**src/rtl/alu_regread_stage_if.sv**
```systemverilog
// Bundle between the ALU issue unit / PRF / bypass network / execute stage and the register-read
// stage. The stage sits on the slave modport; the surrounding pipeline drives the master side.
interface alu_regread_stage_if #(
  parameter int unsigned PRF_AW = 6,
  parameter int unsigned XLEN   = 32,
  parameter int unsigned PC_W   = 32,
  parameter int unsigned OPW    = 6
) ();

  logic              flush;

  // Issue bundle, one set per lane
  logic              issue_en_0,  issue_en_1;
  logic [PRF_AW-1:0] op0PAddr_0,  op0PAddr_1;
  logic [PRF_AW-1:0] op1PAddr_0,  op1PAddr_1;
  logic [PRF_AW-1:0] dstPAddr_0,  dstPAddr_1;
  logic              dstwe_0,     dstwe_1;
  logic [PC_W-1:0]   pc_0,        pc_1;
  logic [OPW-1:0]    aluop_0,     aluop_1;
  logic [XLEN-1:0]   imm_0,       imm_1;
  logic              useImm_0,    useImm_1;
  logic              rr_ready;

  // PRF read ports: 0/1 = lane0 op0/op1, 2/3 = lane1 op0/op1
  logic [PRF_AW-1:0] prf_raddr_0, prf_raddr_1, prf_raddr_2, prf_raddr_3;
  logic [XLEN-1:0]   prf_rdata_0, prf_rdata_1, prf_rdata_2, prf_rdata_3;

  // ALU result bypass
  logic              wb_en_0,     wb_en_1;
  logic [PRF_AW-1:0] wb_addr_0,   wb_addr_1;
  logic [XLEN-1:0]   wb_data_0,   wb_data_1;

  // Execute-stage side
  logic              ex_ready;
  logic              ex_valid_0,  ex_valid_1;
  logic [XLEN-1:0]   ex_src0_0,   ex_src0_1;
  logic [XLEN-1:0]   ex_src1_0,   ex_src1_1;
  logic [PRF_AW-1:0] ex_dst_0,    ex_dst_1;
  logic              ex_dstwe_0,  ex_dstwe_1;
  logic [PC_W-1:0]   ex_pc_0,     ex_pc_1;
  logic [OPW-1:0]    ex_aluop_0,  ex_aluop_1;

  modport master (
    output flush,
    output issue_en_0, issue_en_1, op0PAddr_0, op0PAddr_1, op1PAddr_0, op1PAddr_1,
    output dstPAddr_0, dstPAddr_1, dstwe_0, dstwe_1, pc_0, pc_1, aluop_0, aluop_1,
    output imm_0, imm_1, useImm_0, useImm_1,
    input  rr_ready,
    input  prf_raddr_0, prf_raddr_1, prf_raddr_2, prf_raddr_3,
    output prf_rdata_0, prf_rdata_1, prf_rdata_2, prf_rdata_3,
    output wb_en_0, wb_en_1, wb_addr_0, wb_addr_1, wb_data_0, wb_data_1,
    output ex_ready,
    input  ex_valid_0, ex_valid_1, ex_src0_0, ex_src0_1, ex_src1_0, ex_src1_1,
    input  ex_dst_0, ex_dst_1, ex_dstwe_0, ex_dstwe_1, ex_pc_0, ex_pc_1,
    input  ex_aluop_0, ex_aluop_1
  );

  modport slave (
    input  flush,
    input  issue_en_0, issue_en_1, op0PAddr_0, op0PAddr_1, op1PAddr_0, op1PAddr_1,
    input  dstPAddr_0, dstPAddr_1, dstwe_0, dstwe_1, pc_0, pc_1, aluop_0, aluop_1,
    input  imm_0, imm_1, useImm_0, useImm_1,
    output rr_ready,
    output prf_raddr_0, prf_raddr_1, prf_raddr_2, prf_raddr_3,
    input  prf_rdata_0, prf_rdata_1, prf_rdata_2, prf_rdata_3,
    input  wb_en_0, wb_en_1, wb_addr_0, wb_addr_1, wb_data_0, wb_data_1,
    input  ex_ready,
    output ex_valid_0, ex_valid_1, ex_src0_0, ex_src0_1, ex_src1_0, ex_src1_1,
    output ex_dst_0, ex_dst_1, ex_dstwe_0, ex_dstwe_1, ex_pc_0, ex_pc_1,
    output ex_aluop_0, ex_aluop_1
  );

endinterface

```
**src/rtl/alu_regread_stage.sv**
```systemverilog
// Dual-lane ALU register-read stage: drives PRF read addresses, resolves operands through a
// two-port result bypass and registers the uops into execute under a ready/valid stall and flush.
module alu_regread_stage #(
  parameter int unsigned PRF_AW = 6,
  parameter int unsigned XLEN   = 32,
  parameter int unsigned PC_W   = 32,
  parameter int unsigned OPW    = 6
) (
  input  logic                 clk,
  input  logic                 rst,
  alu_regread_stage_if.slave   bus
);

  logic              rr_ready;
  logic              wb_en_0, wb_en_1;
  logic [PRF_AW-1:0] wb_addr_0, wb_addr_1;
  logic [XLEN-1:0]   wb_data_0, wb_data_1;

  logic [XLEN-1:0]   src0_sel [2];
  logic [XLEN-1:0]   src1_sel [2];

  logic [1:0]        ex_valid_d, ex_valid_q;
  logic [1:0]        ex_dstwe_d, ex_dstwe_q;
  logic [XLEN-1:0]   ex_src0_d  [2];
  logic [XLEN-1:0]   ex_src0_q  [2];
  logic [XLEN-1:0]   ex_src1_d  [2];
  logic [XLEN-1:0]   ex_src1_q  [2];
  logic [PRF_AW-1:0] ex_dst_d   [2];
  logic [PRF_AW-1:0] ex_dst_q   [2];
  logic [PC_W-1:0]   ex_pc_d    [2];
  logic [PC_W-1:0]   ex_pc_q    [2];
  logic [OPW-1:0]    ex_aluop_d [2];
  logic [OPW-1:0]    ex_aluop_q [2];

  assign wb_en_0   = bus.wb_en_0;
  assign wb_en_1   = bus.wb_en_1;
  assign wb_addr_0 = bus.wb_addr_0;
  assign wb_addr_1 = bus.wb_addr_1;
  assign wb_data_0 = bus.wb_data_0;
  assign wb_data_1 = bus.wb_data_1;

  // Port 0 has priority when both bypass ports match the same register.
  function automatic logic [XLEN-1:0] bypass(input logic [PRF_AW-1:0] addr,
                                             input logic [XLEN-1:0]   prf);
    if (wb_en_0 && (wb_addr_0 == addr)) begin
      return wb_data_0;
    end else if (wb_en_1 && (wb_addr_1 == addr)) begin
      return wb_data_1;
    end
    return prf;
  endfunction

  assign bus.prf_raddr_0 = bus.op0PAddr_0;
  assign bus.prf_raddr_1 = bus.op1PAddr_0;
  assign bus.prf_raddr_2 = bus.op0PAddr_1;
  assign bus.prf_raddr_3 = bus.op1PAddr_1;

  // Depends only on registered valids and ex_ready so the issue unit can gate issue_en on it.
  assign rr_ready     = ~(|ex_valid_q) | bus.ex_ready;
  assign bus.rr_ready = rr_ready;

  always_comb begin
    src0_sel[0] = bypass(bus.op0PAddr_0, bus.prf_rdata_0);
    src1_sel[0] = bus.useImm_0 ? bus.imm_0 : bypass(bus.op1PAddr_0, bus.prf_rdata_1);
    src0_sel[1] = bypass(bus.op0PAddr_1, bus.prf_rdata_2);
    src1_sel[1] = bus.useImm_1 ? bus.imm_1 : bypass(bus.op1PAddr_1, bus.prf_rdata_3);
  end

  always_comb begin
    ex_valid_d = ex_valid_q;
    ex_dstwe_d = ex_dstwe_q;
    ex_src0_d  = ex_src0_q;
    ex_src1_d  = ex_src1_q;
    ex_dst_d   = ex_dst_q;
    ex_pc_d    = ex_pc_q;
    ex_aluop_d = ex_aluop_q;
    if (rr_ready) begin
      ex_valid_d    = {bus.issue_en_1, bus.issue_en_0};
      ex_dstwe_d    = {bus.dstwe_1, bus.dstwe_0};
      ex_src0_d     = src0_sel;
      ex_src1_d     = src1_sel;
      ex_dst_d[0]   = bus.dstPAddr_0;
      ex_dst_d[1]   = bus.dstPAddr_1;
      ex_pc_d[0]    = bus.pc_0;
      ex_pc_d[1]    = bus.pc_1;
      ex_aluop_d[0] = bus.aluop_0;
      ex_aluop_d[1] = bus.aluop_1;
    end
    // Flush only kills the valids; the payload fields are don't-care once invalid.
    if (bus.flush) begin
      ex_valid_d = '0;
    end
  end

  always_ff @(posedge clk or negedge rst) begin
    if (!rst) begin
      ex_valid_q <= '0;
      ex_dstwe_q <= '0;
      ex_src0_q  <= '{default: '0};
      ex_src1_q  <= '{default: '0};
      ex_dst_q   <= '{default: '0};
      ex_pc_q    <= '{default: '0};
      ex_aluop_q <= '{default: '0};
    end else begin
      ex_valid_q <= ex_valid_d;
      ex_dstwe_q <= ex_dstwe_d;
      ex_src0_q  <= ex_src0_d;
      ex_src1_q  <= ex_src1_d;
      ex_dst_q   <= ex_dst_d;
      ex_pc_q    <= ex_pc_d;
      ex_aluop_q <= ex_aluop_d;
    end
  end

  assign bus.ex_valid_0 = ex_valid_q[0];
  assign bus.ex_valid_1 = ex_valid_q[1];
  assign bus.ex_dstwe_0 = ex_dstwe_q[0];
  assign bus.ex_dstwe_1 = ex_dstwe_q[1];
  assign bus.ex_src0_0  = ex_src0_q[0];
  assign bus.ex_src0_1  = ex_src0_q[1];
  assign bus.ex_src1_0  = ex_src1_q[0];
  assign bus.ex_src1_1  = ex_src1_q[1];
  assign bus.ex_dst_0   = ex_dst_q[0];
  assign bus.ex_dst_1   = ex_dst_q[1];
  assign bus.ex_pc_0    = ex_pc_q[0];
  assign bus.ex_pc_1    = ex_pc_q[1];
  assign bus.ex_aluop_0 = ex_aluop_q[0];
  assign bus.ex_aluop_1 = ex_aluop_q[1];

endmodule

```
**src/flat_wrapper.sv**
```systemverilog
// flat-port wrapper written by rule: the top's interface ports become plain ports
module alu_regread_stage_flat 
#(
  parameter int unsigned PRF_AW = 6,
  parameter int unsigned XLEN   = 32,
  parameter int unsigned PC_W   = 32,
  parameter int unsigned OPW    = 6
)
  (clk, rst, bus_flush, bus_issue_en_0, bus_issue_en_1, bus_op0PAddr_0, bus_op0PAddr_1, bus_op1PAddr_0, bus_op1PAddr_1, bus_dstPAddr_0, bus_dstPAddr_1, bus_dstwe_0, bus_dstwe_1, bus_pc_0, bus_pc_1, bus_aluop_0, bus_aluop_1, bus_imm_0, bus_imm_1, bus_useImm_0, bus_useImm_1, bus_rr_ready, bus_prf_raddr_0, bus_prf_raddr_1, bus_prf_raddr_2, bus_prf_raddr_3, bus_prf_rdata_0, bus_prf_rdata_1, bus_prf_rdata_2, bus_prf_rdata_3, bus_wb_en_0, bus_wb_en_1, bus_wb_addr_0, bus_wb_addr_1, bus_wb_data_0, bus_wb_data_1, bus_ex_ready, bus_ex_valid_0, bus_ex_valid_1, bus_ex_src0_0, bus_ex_src0_1, bus_ex_src1_0, bus_ex_src1_1, bus_ex_dst_0, bus_ex_dst_1, bus_ex_dstwe_0, bus_ex_dstwe_1, bus_ex_pc_0, bus_ex_pc_1, bus_ex_aluop_0, bus_ex_aluop_1);
  alu_regread_stage_if #(.PRF_AW(PRF_AW), .XLEN(XLEN), .PC_W(PC_W), .OPW(OPW)) bus_i ();
  input  logic clk;
  input  logic rst;
  input wire logic [$bits(bus_i.flush)-1:0] bus_flush;
  input wire logic [$bits(bus_i.issue_en_0)-1:0] bus_issue_en_0;
  input wire logic [$bits(bus_i.issue_en_1)-1:0] bus_issue_en_1;
  input wire logic [$bits(bus_i.op0PAddr_0)-1:0] bus_op0PAddr_0;
  input wire logic [$bits(bus_i.op0PAddr_1)-1:0] bus_op0PAddr_1;
  input wire logic [$bits(bus_i.op1PAddr_0)-1:0] bus_op1PAddr_0;
  input wire logic [$bits(bus_i.op1PAddr_1)-1:0] bus_op1PAddr_1;
  input wire logic [$bits(bus_i.dstPAddr_0)-1:0] bus_dstPAddr_0;
  input wire logic [$bits(bus_i.dstPAddr_1)-1:0] bus_dstPAddr_1;
  input wire logic [$bits(bus_i.dstwe_0)-1:0] bus_dstwe_0;
  input wire logic [$bits(bus_i.dstwe_1)-1:0] bus_dstwe_1;
  input wire logic [$bits(bus_i.pc_0)-1:0] bus_pc_0;
  input wire logic [$bits(bus_i.pc_1)-1:0] bus_pc_1;
  input wire logic [$bits(bus_i.aluop_0)-1:0] bus_aluop_0;
  input wire logic [$bits(bus_i.aluop_1)-1:0] bus_aluop_1;
  input wire logic [$bits(bus_i.imm_0)-1:0] bus_imm_0;
  input wire logic [$bits(bus_i.imm_1)-1:0] bus_imm_1;
  input wire logic [$bits(bus_i.useImm_0)-1:0] bus_useImm_0;
  input wire logic [$bits(bus_i.useImm_1)-1:0] bus_useImm_1;
  output wire logic [$bits(bus_i.rr_ready)-1:0] bus_rr_ready;
  output wire logic [$bits(bus_i.prf_raddr_0)-1:0] bus_prf_raddr_0;
  output wire logic [$bits(bus_i.prf_raddr_1)-1:0] bus_prf_raddr_1;
  output wire logic [$bits(bus_i.prf_raddr_2)-1:0] bus_prf_raddr_2;
  output wire logic [$bits(bus_i.prf_raddr_3)-1:0] bus_prf_raddr_3;
  input wire logic [$bits(bus_i.prf_rdata_0)-1:0] bus_prf_rdata_0;
  input wire logic [$bits(bus_i.prf_rdata_1)-1:0] bus_prf_rdata_1;
  input wire logic [$bits(bus_i.prf_rdata_2)-1:0] bus_prf_rdata_2;
  input wire logic [$bits(bus_i.prf_rdata_3)-1:0] bus_prf_rdata_3;
  input wire logic [$bits(bus_i.wb_en_0)-1:0] bus_wb_en_0;
  input wire logic [$bits(bus_i.wb_en_1)-1:0] bus_wb_en_1;
  input wire logic [$bits(bus_i.wb_addr_0)-1:0] bus_wb_addr_0;
  input wire logic [$bits(bus_i.wb_addr_1)-1:0] bus_wb_addr_1;
  input wire logic [$bits(bus_i.wb_data_0)-1:0] bus_wb_data_0;
  input wire logic [$bits(bus_i.wb_data_1)-1:0] bus_wb_data_1;
  input wire logic [$bits(bus_i.ex_ready)-1:0] bus_ex_ready;
  output wire logic [$bits(bus_i.ex_valid_0)-1:0] bus_ex_valid_0;
  output wire logic [$bits(bus_i.ex_valid_1)-1:0] bus_ex_valid_1;
  output wire logic [$bits(bus_i.ex_src0_0)-1:0] bus_ex_src0_0;
  output wire logic [$bits(bus_i.ex_src0_1)-1:0] bus_ex_src0_1;
  output wire logic [$bits(bus_i.ex_src1_0)-1:0] bus_ex_src1_0;
  output wire logic [$bits(bus_i.ex_src1_1)-1:0] bus_ex_src1_1;
  output wire logic [$bits(bus_i.ex_dst_0)-1:0] bus_ex_dst_0;
  output wire logic [$bits(bus_i.ex_dst_1)-1:0] bus_ex_dst_1;
  output wire logic [$bits(bus_i.ex_dstwe_0)-1:0] bus_ex_dstwe_0;
  output wire logic [$bits(bus_i.ex_dstwe_1)-1:0] bus_ex_dstwe_1;
  output wire logic [$bits(bus_i.ex_pc_0)-1:0] bus_ex_pc_0;
  output wire logic [$bits(bus_i.ex_pc_1)-1:0] bus_ex_pc_1;
  output wire logic [$bits(bus_i.ex_aluop_0)-1:0] bus_ex_aluop_0;
  output wire logic [$bits(bus_i.ex_aluop_1)-1:0] bus_ex_aluop_1;
  assign bus_i.flush = bus_flush;
  assign bus_i.issue_en_0 = bus_issue_en_0;
  assign bus_i.issue_en_1 = bus_issue_en_1;
  assign bus_i.op0PAddr_0 = bus_op0PAddr_0;
  assign bus_i.op0PAddr_1 = bus_op0PAddr_1;
  assign bus_i.op1PAddr_0 = bus_op1PAddr_0;
  assign bus_i.op1PAddr_1 = bus_op1PAddr_1;
  assign bus_i.dstPAddr_0 = bus_dstPAddr_0;
  assign bus_i.dstPAddr_1 = bus_dstPAddr_1;
  assign bus_i.dstwe_0 = bus_dstwe_0;
  assign bus_i.dstwe_1 = bus_dstwe_1;
  assign bus_i.pc_0 = bus_pc_0;
  assign bus_i.pc_1 = bus_pc_1;
  assign bus_i.aluop_0 = bus_aluop_0;
  assign bus_i.aluop_1 = bus_aluop_1;
  assign bus_i.imm_0 = bus_imm_0;
  assign bus_i.imm_1 = bus_imm_1;
  assign bus_i.useImm_0 = bus_useImm_0;
  assign bus_i.useImm_1 = bus_useImm_1;
  assign bus_rr_ready = bus_i.rr_ready;
  assign bus_prf_raddr_0 = bus_i.prf_raddr_0;
  assign bus_prf_raddr_1 = bus_i.prf_raddr_1;
  assign bus_prf_raddr_2 = bus_i.prf_raddr_2;
  assign bus_prf_raddr_3 = bus_i.prf_raddr_3;
  assign bus_i.prf_rdata_0 = bus_prf_rdata_0;
  assign bus_i.prf_rdata_1 = bus_prf_rdata_1;
  assign bus_i.prf_rdata_2 = bus_prf_rdata_2;
  assign bus_i.prf_rdata_3 = bus_prf_rdata_3;
  assign bus_i.wb_en_0 = bus_wb_en_0;
  assign bus_i.wb_en_1 = bus_wb_en_1;
  assign bus_i.wb_addr_0 = bus_wb_addr_0;
  assign bus_i.wb_addr_1 = bus_wb_addr_1;
  assign bus_i.wb_data_0 = bus_wb_data_0;
  assign bus_i.wb_data_1 = bus_wb_data_1;
  assign bus_i.ex_ready = bus_ex_ready;
  assign bus_ex_valid_0 = bus_i.ex_valid_0;
  assign bus_ex_valid_1 = bus_i.ex_valid_1;
  assign bus_ex_src0_0 = bus_i.ex_src0_0;
  assign bus_ex_src0_1 = bus_i.ex_src0_1;
  assign bus_ex_src1_0 = bus_i.ex_src1_0;
  assign bus_ex_src1_1 = bus_i.ex_src1_1;
  assign bus_ex_dst_0 = bus_i.ex_dst_0;
  assign bus_ex_dst_1 = bus_i.ex_dst_1;
  assign bus_ex_dstwe_0 = bus_i.ex_dstwe_0;
  assign bus_ex_dstwe_1 = bus_i.ex_dstwe_1;
  assign bus_ex_pc_0 = bus_i.ex_pc_0;
  assign bus_ex_pc_1 = bus_i.ex_pc_1;
  assign bus_ex_aluop_0 = bus_i.ex_aluop_0;
  assign bus_ex_aluop_1 = bus_i.ex_aluop_1;
  alu_regread_stage #(.PRF_AW(PRF_AW), .XLEN(XLEN), .PC_W(PC_W), .OPW(OPW)) u_core (.clk(clk), .rst(rst), .bus(bus_i));
endmodule
```
**config.mk**
```make
export PLATFORM = sky130hd
export DESIGN_NAME = alu_regread_stage_flat
export DESIGN_NICKNAME = d
export VERILOG_FILES = /design/src/rtl/alu_regread_stage_if.sv /design/src/rtl/alu_regread_stage.sv /design/src/flat_wrapper.sv
export SDC_FILE = /design/constraint.sdc
export NUM_CORES = 1
export LEC_CHECK = 0
export ABC_CLOCK_PERIOD_IN_PS = 3900
export CORE_AREA = 2 2 248 250
export CTS_CLUSTER_DIAMETER = 100
export DETAILED_ROUTE_END_ITERATION = 10
export DIE_AREA = 0 0 250 252
export GPL_TIMING_DRIVEN = 0
export SYNTH_ARGS = -nofsm -noshare
export SYNTH_HDL_FRONTEND = slang
export SYNTH_SLANG_ARGS = --single-unit
```
**constraint.sdc**
```tcl
create_clock -name clk -period 3.9 [get_ports clk]
set_clock_uncertainty 0.05 [all_clocks]
set_input_delay 0.78 -clock clk [delete_from_list [all_inputs] [get_ports clk]]
set_output_delay 0.78 -clock clk [all_outputs]
set_load 0.1 [all_outputs]
```
* Word-level counts from Yosys, hierarchy flattened *
Cells that the tools add are included.

storage, ports and cells
  register bits after elaboration = 220
  input bits = 392
  output and inout bits = 245

cells by class
  eq/ne operators = 8
  muxes and demuxes = 24
  bitwise logic cells = 2
  reductions and logical operators = 10

operator list
  kind                 count
  $mux W32             14
  $eq A6 B6 Y1         8
  $logic_and A1 B1 Y1  8
  $mux W1              8
  $mux W2              2
  $reduce_bool A2 Y1   1
  $reduce_or A2 Y1     1
  $not A1 Y1           1
  $or A1 B1 Y1         1

* Depth between registers and ports, before layout *
Gate-level depths: netlist (run 1).

  depth in word-level cells = 6
  gate-level depth with buffers = 8
  mapped depth without buffers = 5

* Worst setup path before layout (run 1) *
No wires, ideal clock.

  kind = reg-to-output
  start = register u_core.ex_valid_q[1]
  end = output port bus_rr_ready
  arrival = 2.400 ns
  path slack = 0.670 ns
  cell stages (with the launch flop) = 6
  cells stage by stage = dfrtp_1 > nor2_1 > nor2_1 > inv_1 > clkbuf_1 > clkbuf_1

on the way
  cells in the longest elaborated chain, start to end = 3

ends and longest elaborated chain
  what                    line                      text
  from (decl)             alu_regread_stage.sv:22   logic [1:0] ex_valid_d, ex_valid_q;
  from (signal assigned)  alu_regread_stage.sv:105  ex_valid_q <= ex_valid_d;
  $reduce_or A2 Y1        alu_regread_stage.sv:59   assign rr_ready = ~(|ex_valid_q) | bus.ex_ready;
  $not A1 Y1              alu_regread_stage.sv:59
  $or A1 B1 Y1            alu_regread_stage.sv:59
  to (decl)               flat_wrapper.sv:32        output wire logic [$bits(bus_i.rr_ready)-1:0] bus_rr_ready;

No other way between the ends.

* Worst setup path after layout (run 1) *
  start = input port bus_ex_ready
  end = output port bus_rr_ready

on the way
  cells in the longest elaborated chain, start to end = 1

ends and longest elaborated chain
  what          line                     text
  from (decl)   flat_wrapper.sv:47       input wire logic [$bits(bus_i.ex_ready)-1:0] bus_ex_ready;
  $or A1 B1 Y1  alu_regread_stage.sv:59

No other way between the ends.

==> results of run 1 <==
## timing repair
| action | 4_1_cts | 5_1_grt |
|---|---|---|
| resized for setup | 5 | 4 |
| hold endpoints to repair | 16 | 0 |
| hold buffers | 1 | 0 |
| pin swaps | 0 | 0 |
| setup buffers | 3 | 0 |
| setup endpoints to repair | 1 | 10 |
## path summary, 6_finish.rpt
check	from	slack, ps	cells past startpoint	end
worst max-delay path	bus_ex_ready	220	6	bus_rr_ready
worst min-delay path	u_core.bus.ex_aluop_1[1]	410	2	u_core.bus.ex_aluop_1[1]
worst max register to register	u_core.ex_valid_q[1]	1080	7	u_core.bus.ex_pc_1[2]
worst min register to register	u_core.bus.ex_aluop_1[1]	410	2	u_core.bus.ex_aluop_1[1]
max in group asynchronous	rst	2340	3	u_core.bus.ex_src1_0[11]
min in group asynchronous	rst	600	2	u_core.bus.ex_aluop_1[5]
## registers in the layout (all words and copies together) (netlist names), 6 cells and up
name                   flops
u_core.bus.ex_aluop_0      6
u_core.bus.ex_aluop_1      6
u_core.bus.ex_dst_0        6
u_core.bus.ex_dst_1        6
u_core.bus.ex_pc_0        32
u_core.bus.ex_pc_1        32
u_core.bus.ex_src0_0      32
u_core.bus.ex_src0_1      32
u_core.bus.ex_src1_0      32
u_core.bus.ex_src1_1      32
## routing by layer
layer	vias to the layer above	track usage, %	routed length [um]
met5	-	0	40
met4	6	9.170	3000
met3	136	6.231	6342
met2	801	37.91	35010
met1	6598	25.92	28660
li1	6060	-	-
## kinds of logic after synthesis
kind of cell,synth area share [%]
compound gates,27.19
xor+xnor,3.619
buf+inv,6.412
flops,46.56
simple gates,16.22
## worst reg2reg max path, stage by stage, from the launching register on
cell,delay [ps]
dfrtp_1,370
nor2_1,60
nor2_2,370
clkbuf_1,560
clkbuf_1,720
buf_1,470
nand2_1,110
nand2_1,70
## area by class of cell
type                    instances  area share [%]
repair buffers                634           31.80
multi-input cells             965           27.73
flip-flops and latches        220           27.44
well taps                     782           4.877
clock buffers                  43           3.966
plain buffers                 146           3.729
clock inverters                 4          0.3679
inverters                       2         0.05612
diodes                          3         0.03742
## stage by stage
stage,power [mW],std cells,hold WS (ps)
6_report,9.284,2799,413.1
2_1_floorplan,5.311,1334,434.4
3_5_place_dp,6.764,2746,405.2
3_3_place_gp,6.735,2744,402.0
4_1_cts,9.360,2796,418.1
5_1_grt,9.585,2798,437.2
## where the power goes
| group | leakage (nW) | switching (mW) | internal (mW) | total, mW |
|---|---|---|---|---|
| sequential | 2.61 | 0.165 | 2.54 | 2.71 |
| combinational | 4.91 | 2.94 | 1.09 | 4.03 |
| clock | 0.424 | 1.04 | 1.51 | 2.55 |
## cell usage in the layout, fill, tap and decap left out, types with 2 or more instances in the layout
master           netlist  final
a21oi_1               65     65
nor2_1                72     71
buf_1                  3      3
clkbuf_8               0      6
o21ai_0              105    105
a221oi_1              65     65
nand3_1                6      6
buf_2                 15     15
a221oi_2              63     63
or2_2                  2      2
nor4_2                 3      3
nand4_1                4      4
xor2_1                12     12
diode_2                0      3
o22ai_1               64     64
nand2_1              337    337
bufinv_16              0      2
xnor2_1               35     35
buf_4                 24     27
buf_16                 0      2
buf_6                 12     12
dfrtp_1              220    220
and2_1                32     32
o21ai_1               88     88
nor3_1                 3      3
clkbuf_1              93    101
or4b_1                 3      3
clkbuf_16              0     27
or4_1                  2      2
clkdlybuf4s50_1        0    626
==> impl_metrics.toml, run 1 <==
[power]
ir_drop_uv = 271.5
power.static_leakage_nw = 7.942
p_per_area_nw_per_um2 = 462.7

[worst_setup_path]
crit_fanout = 10
crit_chain = "clkdlybuf4s50_1 > nor2_2 > clkinvlp_4 > buf_4 > clkbuf_1 > clkdlybuf4s15_2"
worst_ep_required_time_ps = 3070
path_buf_inv = 5
critPathKind = "in -> out"
cp_slowest_cell = "clkdlybuf4s15_2"
worst-endpoint-arrival_ps = 2850
worst_path_largest_cell_delay_ps = 530
cp-end-kind = "output pin"
timing.critical_path.from_type = "primary input"
critical-path-top-delay-family = "buffers and inverters"

[yosys]
synth_seq_area_share_pct = 46.56
dominantRegCellSynth = "dfrtp_1"
yosys.area.top_type_share_pct = 46.56
netlist_instances = 1334
synth_fp_nets = 1726
yosys.cell_count.top_type = "nand2_1"
synth-async-reset-ratio_pct = 100.0
yosys.area.top_type = "dfrtp_1"
mappedNetlistArea_um2 = 11830
yosysWarningCount = 0
synth_edf_count = 0
synthTopCellsByArea = "dfrtp_1, nand2_1, a221oi_2"
syn_avg_cell_area_um2 = 8.864
netlist_top_cells_count = "nand2_1, dfrtp_1, o21ai_0"
number_of_distinct_library_cells_after_synthesis = 29
yosys_register_bits = 220

[detailed_routing]
initial_drc_count = 1031
drc = 0
drt_first_pass_iters = 6
via_per_inst = 4.859
route.detailed.wl_per_inst_um = 26.10
ant_nets = 0
postRouteWirelength_um = 73050
via_count = 13601

[final_layout]
nFillCells = 6277
final_core_util_pct = 33.37
drive_above_1_share_pct = 8.292
synth_to_layout_area_growth_pct = 69.67
layout.area.seq_um2 = 5505
multi_input_area_um2 = 5564
fin_area_um2 = 20060
nNetsFinal = 2388

[clock_tree]
tritoncts.num_buffers = 27
tritoncts_clock_tree = "built"
clk_pin_slew_worst_paths_ps = 60
sink_count_of_the_clock_tree = 220
clock-root-buffer = "clkbuf_16"
cts_max_path_buffers = 3
clock_insertion_delay_worst_skew_ps = 550
htreeDepth = 1

[sta]
timing.final.crit_share_pct = 94.29
tns_ps = 0
fin_crit_ps = 3677
timing.final.ws_setup_ps = 222.8
timing.max_slew.rel_slack_pct = 17.00
worst_slew_pin_slew_ps = 1245
finalSetupViolations = 0
grt_setup_unrepaired = "false"
report.final.hold_viol_count = 0
drv_slew = 0
fmax_mhz = 271.9

[grt]
grt_first_pass_wirelength_um = 100300
maximum_number_of_pins_on_one_net_before_global_route_repair = 108
number_of_antenna_violations_at_the_first_check_in_global_routing = 6
track_usage_pct = 22.10
grt-ovfl-total = 0
grt_pass1_vias = 13974

[floorplan]
ports_placed_on_the_boundary = 637
floorplan.initialDensity_pct = 19.67
die_width_um = 250
core_um2 = 60130
std_cell_rows = 90
dieArea_um2 = 63000
die_h_um = 252

[status]
status = "complete, no violations"

[place]
globalplace.congestion = 0.9268
dp_worst_setup_slack_ps = -1071
io_buffers = 628
hpwl_um = 56180
postPlaceCellArea_um2 = 19150

[worst_hold_path]
worst_hold_path_type = "reg -> reg"

[run]
max_cap_viol_count = 0
(Power assumes the default switching activity.)
==> run 2: changes to the inputs <==
--- a/config.mk
+++ b/config.mk
@@ -6,11 +6,10 @@
 export NUM_CORES = 1
 export LEC_CHECK = 0
 export ABC_CLOCK_PERIOD_IN_PS = 3900
-export CORE_AREA = 2 2 248 250
+export CORE_AREA = 2 2 247 249
 export CTS_CLUSTER_DIAMETER = 100
 export DETAILED_ROUTE_END_ITERATION = 10
-export DIE_AREA = 0 0 250 252
-export GPL_TIMING_DRIVEN = 0
+export DIE_AREA = 0 0 249 251
 export SYNTH_ARGS = -nofsm -noshare
 export SYNTH_HDL_FRONTEND = slang
 export SYNTH_SLANG_ARGS = --single-unit
==> impl_metrics.toml, run 2 (synthesized netlist as in run 1, its figures left out) <==
[power]
share_clk_of_total_power_pct = 29.2
power.combinational.fraction_pct = 42.0
ir_drop_uv = 270.8
switching_share_pct = 43.83
p_per_area_nw_per_um2 = 474.4
cellInternalPower_mw = 5.286
power_frac_seq_pct = 28.8
net_switching_power_mw = 4.124
finalPower_mw = 9.410
power.static_leakage_nw = 7.906

[clock_tree]
sink_count_of_the_clock_tree = 220
cts_post_setup_buffers_inserted = 0
tritoncts_clock_tree = "built"
clk_pin_slew_worst_paths_ps = 70
tritoncts.num_buffers = 28
clock-root-buffer = "clkbuf_16"
clock_insertion_delay_worst_skew_ps = 560
cts_max_path_buffers = 3
hold_buf_count_cts = 0
ctsResizeCount = 0
htreeDepth = 1

[detailed_routing]
ant_nets = 0
postRouteWirelength_um = 65990
via_count = 13185
drc = 0
drt_first_pass_iters = 7
via_per_inst = 4.883
route.detailed.wl_per_inst_um = 24.44
initial_drc_count = 1017

[worst_setup_path]
crit_chain = "clkdlybuf4s50_1"
timing.critical_path.from_type = "register"
worst_path_largest_cell_delay_ps = 1190
worst_ep_required_time_ps = 3070
critPathKind = "reg -> out"
worst-endpoint-arrival_ps = 2200
critical-path-top-delay-family = "buffers and inverters"
cp-end-kind = "output pin"
crit_fanout = 2
path_buf_inv = 1
cp_slowest_cell = "clkdlybuf4s50_1"

[sta]
finalSetupViolations = 0
timing.max_slew.rel_slack_pct = 26.72
report.final.hold_viol_count = 0
timing.final.ws_setup_ps = 866.6
grt_setup_unrepaired = "false"
tns_ps = 0
worst_slew_pin_slew_ps = 1096
fmax_mhz = 329.7
drv_slew = 0
timing.final.crit_share_pct = 77.78
fin_crit_ps = 3033

[place]
globalplace.congestion = 0.8813
dp_worst_setup_slack_ps = 556.8
io_buffers = 636
hpwl_um = 49280
postPlaceCellArea_um2 = 18860

[floorplan]
core_um2 = 59790
die_h_um = 251
dieArea_um2 = 62500
die_width_um = 249
floorplan.initialDensity_pct = 19.78
ports_placed_on_the_boundary = 637
std_cell_rows = 90

[final_layout]
synth_to_layout_area_growth_pct = 67.73
final_cell_mix = "clkdlybuf4s50_1, nand2_1, dfrtp_1"
antenna-diode-count = 0
final_core_util_pct = 33.17
fin_area_um2 = 19830
final_common_cell = "clkdlybuf4s50_1"
drive_above_1_share_pct = 10.74
nFillCells = 6163
nNetsFinal = 2289

[status]
status = "complete, no violations"

[grt]
grt-ovfl-total = 0
grt_first_pass_wirelength_um = 95260
number_of_antenna_violations_at_the_first_check_in_global_routing = 4
grt_pass1_vias = 13863
track_usage_pct = 20.31
maximum_number_of_pins_on_one_net_before_global_route_repair = 164

[worst_hold_path]
worst_hold_path_type = "in -> async"

[run]
max_cap_viol_count = 0
-- run 2: cell count changes in the layout (fill, tap and decap cells not counted), moves of 4 or more --
cell	delta
clkbuf_8	+4
buf_12	+7
clkinv_2	+4
clkbuf_1	-97
buf_6	-12
buf_2	-12
nor2_4	+5
nor2_1	-4
buf_4	+37
clkdlybuf4s50_1	-21
-- run 2: area by class of cell --
cell class / instances / area [um2] / area share (%)
tap: 782 / 978.4 / 4.933
multi-input combinational: 965 / 5659 / 28.53
timing repair buffer: 680 / 6706 / 33.81
clock inverter: 8 / 93.84 / 0.4731
clock buffer: 43 / 878.3 / 4.428
sequential: 220 / 5505 / 27.76
inverter: 2 / 12.51 / 0.06308
-- run 2: path summary, 6_finish.rpt --
| kind | from | cells past startpoint | to | slack (ps) |
|---|---|---|---|---|
| min | rst | 1 | u_core.bus.ex_src1_1[23] | 150 |
| min in group clk | u_core.bus.ex_pc_1[25] | 2 | u_core.bus.ex_pc_1[25] | 410 |
| min reg2reg | u_core.bus.ex_pc_1[25] | 2 | u_core.bus.ex_pc_1[25] | 410 |
| max in group asynchronous | rst | 2 | u_core.bus.ex_pc_0[2] | 2640 |
| max reg2reg | u_core.ex_valid_q[0] | 5 | u_core.bus.ex_src1_0[14] | 1700 |
| max | u_core.bus.ex_src0_1[20] | 1 | bus_ex_src0_1[20] | 870 |
-- run 2: metal layers --
metal  track usage (%)  up-vias  share of wire (%)
met5                 0        -              0.033
met4             7.706        4                3.8
met3             5.177      149                8.6
met2             34.45      757                 48
met1             24.77     6434                 40
li1                  -     5841                  -
-- run 2: stage by stage --
stage | std cells | hold slack (ps)
finish | 2700 | 147.6
global route | 2700 | 191.3
CTS | 2700 | 170.5
detailed placement | 2649 | 404.2
global placement | 2649 | 397.7
floorplan | 1334 | 434.4
-- run 2: power by group through the flow --
| stage | clock, mW | combinational [mW] | sequential [mW] |
|---|---|---|---|
| final | 2.75 | 3.95 | 2.71 |
| after global routing | 2.91 | 4.09 | 2.74 |
| after CTS | 2.80 | 3.97 | 2.71 |
| after detailed placement | 0 | 3.96 | 2.75 |
| after global placement | 0 | 3.94 | 2.74 |
| after floorplan | 0 | 0.688 | 4.62 |
==> run 3: changes to the inputs <==
--- a/config.mk
+++ b/config.mk
@@ -5,7 +5,7 @@
 export SDC_FILE = /design/constraint.sdc
 export NUM_CORES = 1
 export LEC_CHECK = 0
-export ABC_CLOCK_PERIOD_IN_PS = 3900
+export ABC_CLOCK_PERIOD_IN_PS = 2500
 export CORE_AREA = 2 2 247 249
 export CTS_CLUSTER_DIAMETER = 100
 export DETAILED_ROUTE_END_ITERATION = 10
==> constraint.sdc (replaced) <==
create_clock -name clk -period 2.5 [get_ports clk]
set_clock_uncertainty 0.05 [all_clocks]
set_input_delay 0.5 -clock clk [delete_from_list [all_inputs] [get_ports clk]]
set_output_delay 0.5 -clock clk [all_outputs]
set_load 0.1 [all_outputs]
==> impl_metrics.toml, run 3 (synthesized netlist as in run 1, its figures left out) <==
[status]
status = "complete, no violations"

[sta]
fin_crit_ps = 2413
fmax_mhz = 414.5
drv_slew = 0
finalSetupViolations = 0
worst_slew_pin_slew_ps = 1056
timing.final.crit_share_pct = 96.50
tns_ps = 0
timing.max_slew.rel_slack_pct = 29.43
timing.final.ws_setup_ps = 87.46
report.final.hold_viol_count = 0
grt_setup_unrepaired = "true"

[clock_tree]
cts_max_path_buffers = 3
tritoncts.num_buffers = 27
sink_count_of_the_clock_tree = 220
cts_post_setup_buffers_inserted = 0
clock_insertion_delay_worst_skew_ps = 550
clock-root-buffer = "clkbuf_16"
clk_pin_slew_worst_paths_ps = 60
htreeDepth = 1
tritoncts_clock_tree = "built"

[power]
finalPower_mw = 14.28
share_clk_of_total_power_pct = 26.7
ir_drop_uv = 417.2
p_per_area_nw_per_um2 = 698.6
power.static_leakage_nw = 8.727
power_frac_seq_pct = 29.7
switching_share_pct = 45.11
net_switching_power_mw = 6.440
cellInternalPower_mw = 7.836
power.combinational.fraction_pct = 43.6

[floorplan]
dieArea_um2 = 62500
die_width_um = 249
std_cell_rows = 90
die_h_um = 251
ports_placed_on_the_boundary = 637
core_um2 = 59790
floorplan.initialDensity_pct = 19.78

[worst_setup_path]
cp-end-kind = "register"
worst_ep_required_time_ps = 2880
crit_chain = "clkdlybuf4s50_1 > buf_4 > xnor2_1 > nand2_1 > or4b_2 > buf_12 > a221oi_1 > o22ai_1"
timing.critical_path.from_type = "primary input"
regToRegSetupSlack_ps = 190
worst_path_largest_cell_delay_ps = 690
critPathKind = "in -> reg"
crit_fanout = 19
cp_slowest_cell = "or4b_2"
worst-endpoint-arrival_ps = 2790

[final_layout]
synth_to_layout_area_growth_pct = 72.82
nNetsFinal = 2381
fin_area_um2 = 20440
nFillCells = 6156
drive_above_1_share_pct = 25.32
final_common_cell = "clkdlybuf4s50_1"
final_cell_mix = "clkdlybuf4s50_1, nand2_1, buf_4"

[detailed_routing]
ant_nets = 0
postRouteWirelength_um = 66570
drc = 0
drt_first_pass_iters = 5
route.detailed.wl_per_inst_um = 23.86
via_count = 13669
initial_drc_count = 1070
via_per_inst = 4.899

[grt]
number_of_antenna_violations_at_the_first_check_in_global_routing = 6
track_usage_pct = 20.31
grt_pass1_vias = 14030
grt-ovfl-total = 0
maximum_number_of_pins_on_one_net_before_global_route_repair = 66
grt_first_pass_wirelength_um = 94990

[place]
io_buffers = 636
globalplace.congestion = 0.8929
dp_worst_setup_slack_ps = -548.6
hpwl_um = 51200
postPlaceCellArea_um2 = 19580

[run]
max_cap_viol_count = 0

[worst_hold_path]
worst_hold_path_type = "in -> async"
==> run 3: path summary, 6_finish.rpt <==
kind	startpoint	end	cells past startpoint
worst max register to register	u_core.ex_valid_q[1]	u_core.bus.ex_src1_0[22]	5
worst min register to register	u_core.bus.ex_pc_1[6]	u_core.bus.ex_pc_1[6]	2
min in group clk	u_core.bus.ex_pc_1[6]	u_core.bus.ex_pc_1[6]	2
worst max-delay path	bus_wb_addr_1[4]	u_core.bus.ex_src1_0[3]	8
worst min-delay path	rst	u_core.bus.ex_pc_0[1]	2
max in group asynchronous	rst	u_core.bus.ex_src0_1[11]	3
==> run 3: repair_timing <==
action	in CTS	in global routing
resized for setup	0	5
hold buffers	1	0
hold endpoints to repair	44	0
endpoints found under the setup margin	0	14
==> run 3: metal layers <==
metal / part of all wire, % / up-vias / GRT usage (%)
met2: 48 / 796 / 35.20
met4: 3.2 / 4 / 6.338
met1: 40 / 6692 / 24.51
met5: 0.035 / - / 0
met3: 8.6 / 142 / 5.426
li1: - / 6035 / -
==> run 3: area by class of cell <==
class / count / area, um2 / share of cell area [%]
repair buffers: 773 / 7447 / 36.44
multi-input cells: 965 / 5665 / 27.72
flip-flops and latches: 220 / 5507 / 26.95
well taps: 782 / 978.4 / 4.788
clock buffers: 39 / 750.7 / 3.674
clock inverters: 7 / 70.07 / 0.3429
inverters: 2 / 12.51 / 0.06123
diodes: 2 / 5.005 / 0.02449
==> run 3: worst max-delay path: cells and delay by family <==
kind	cells	cell delay [ps]
buffers and inverters	3	920
AOI/OAI and AO/OA	2	450
xor gates and xnor gates	1	100
and+or+nand+nor	2	800
==> run 3: power by group through the flow <==
stage               Clock [mW]  Combinational, mW  Sequential, mW
floorplan                    0               1.07            7.21
global placement             0               6.22            4.27
detailed placement           0               6.25            4.29
CTS                       3.90               6.26            4.23
global route              4.04               6.44            4.28
finish                    3.81               6.23            4.24
==> run 3: metrics by stage <==
step | hold WS [ps] | instances | utilization (%)
finish | 416.0 | 2790 | 34.18
floorplan | 154.4 | 1334 | -
global placement | 399.9 | 2741 | 32.75
CTS | 391.9 | 2788 | 34.14
detailed placement | 406.7 | 2741 | 32.75
global route | 409.5 | 2789 | 34.17
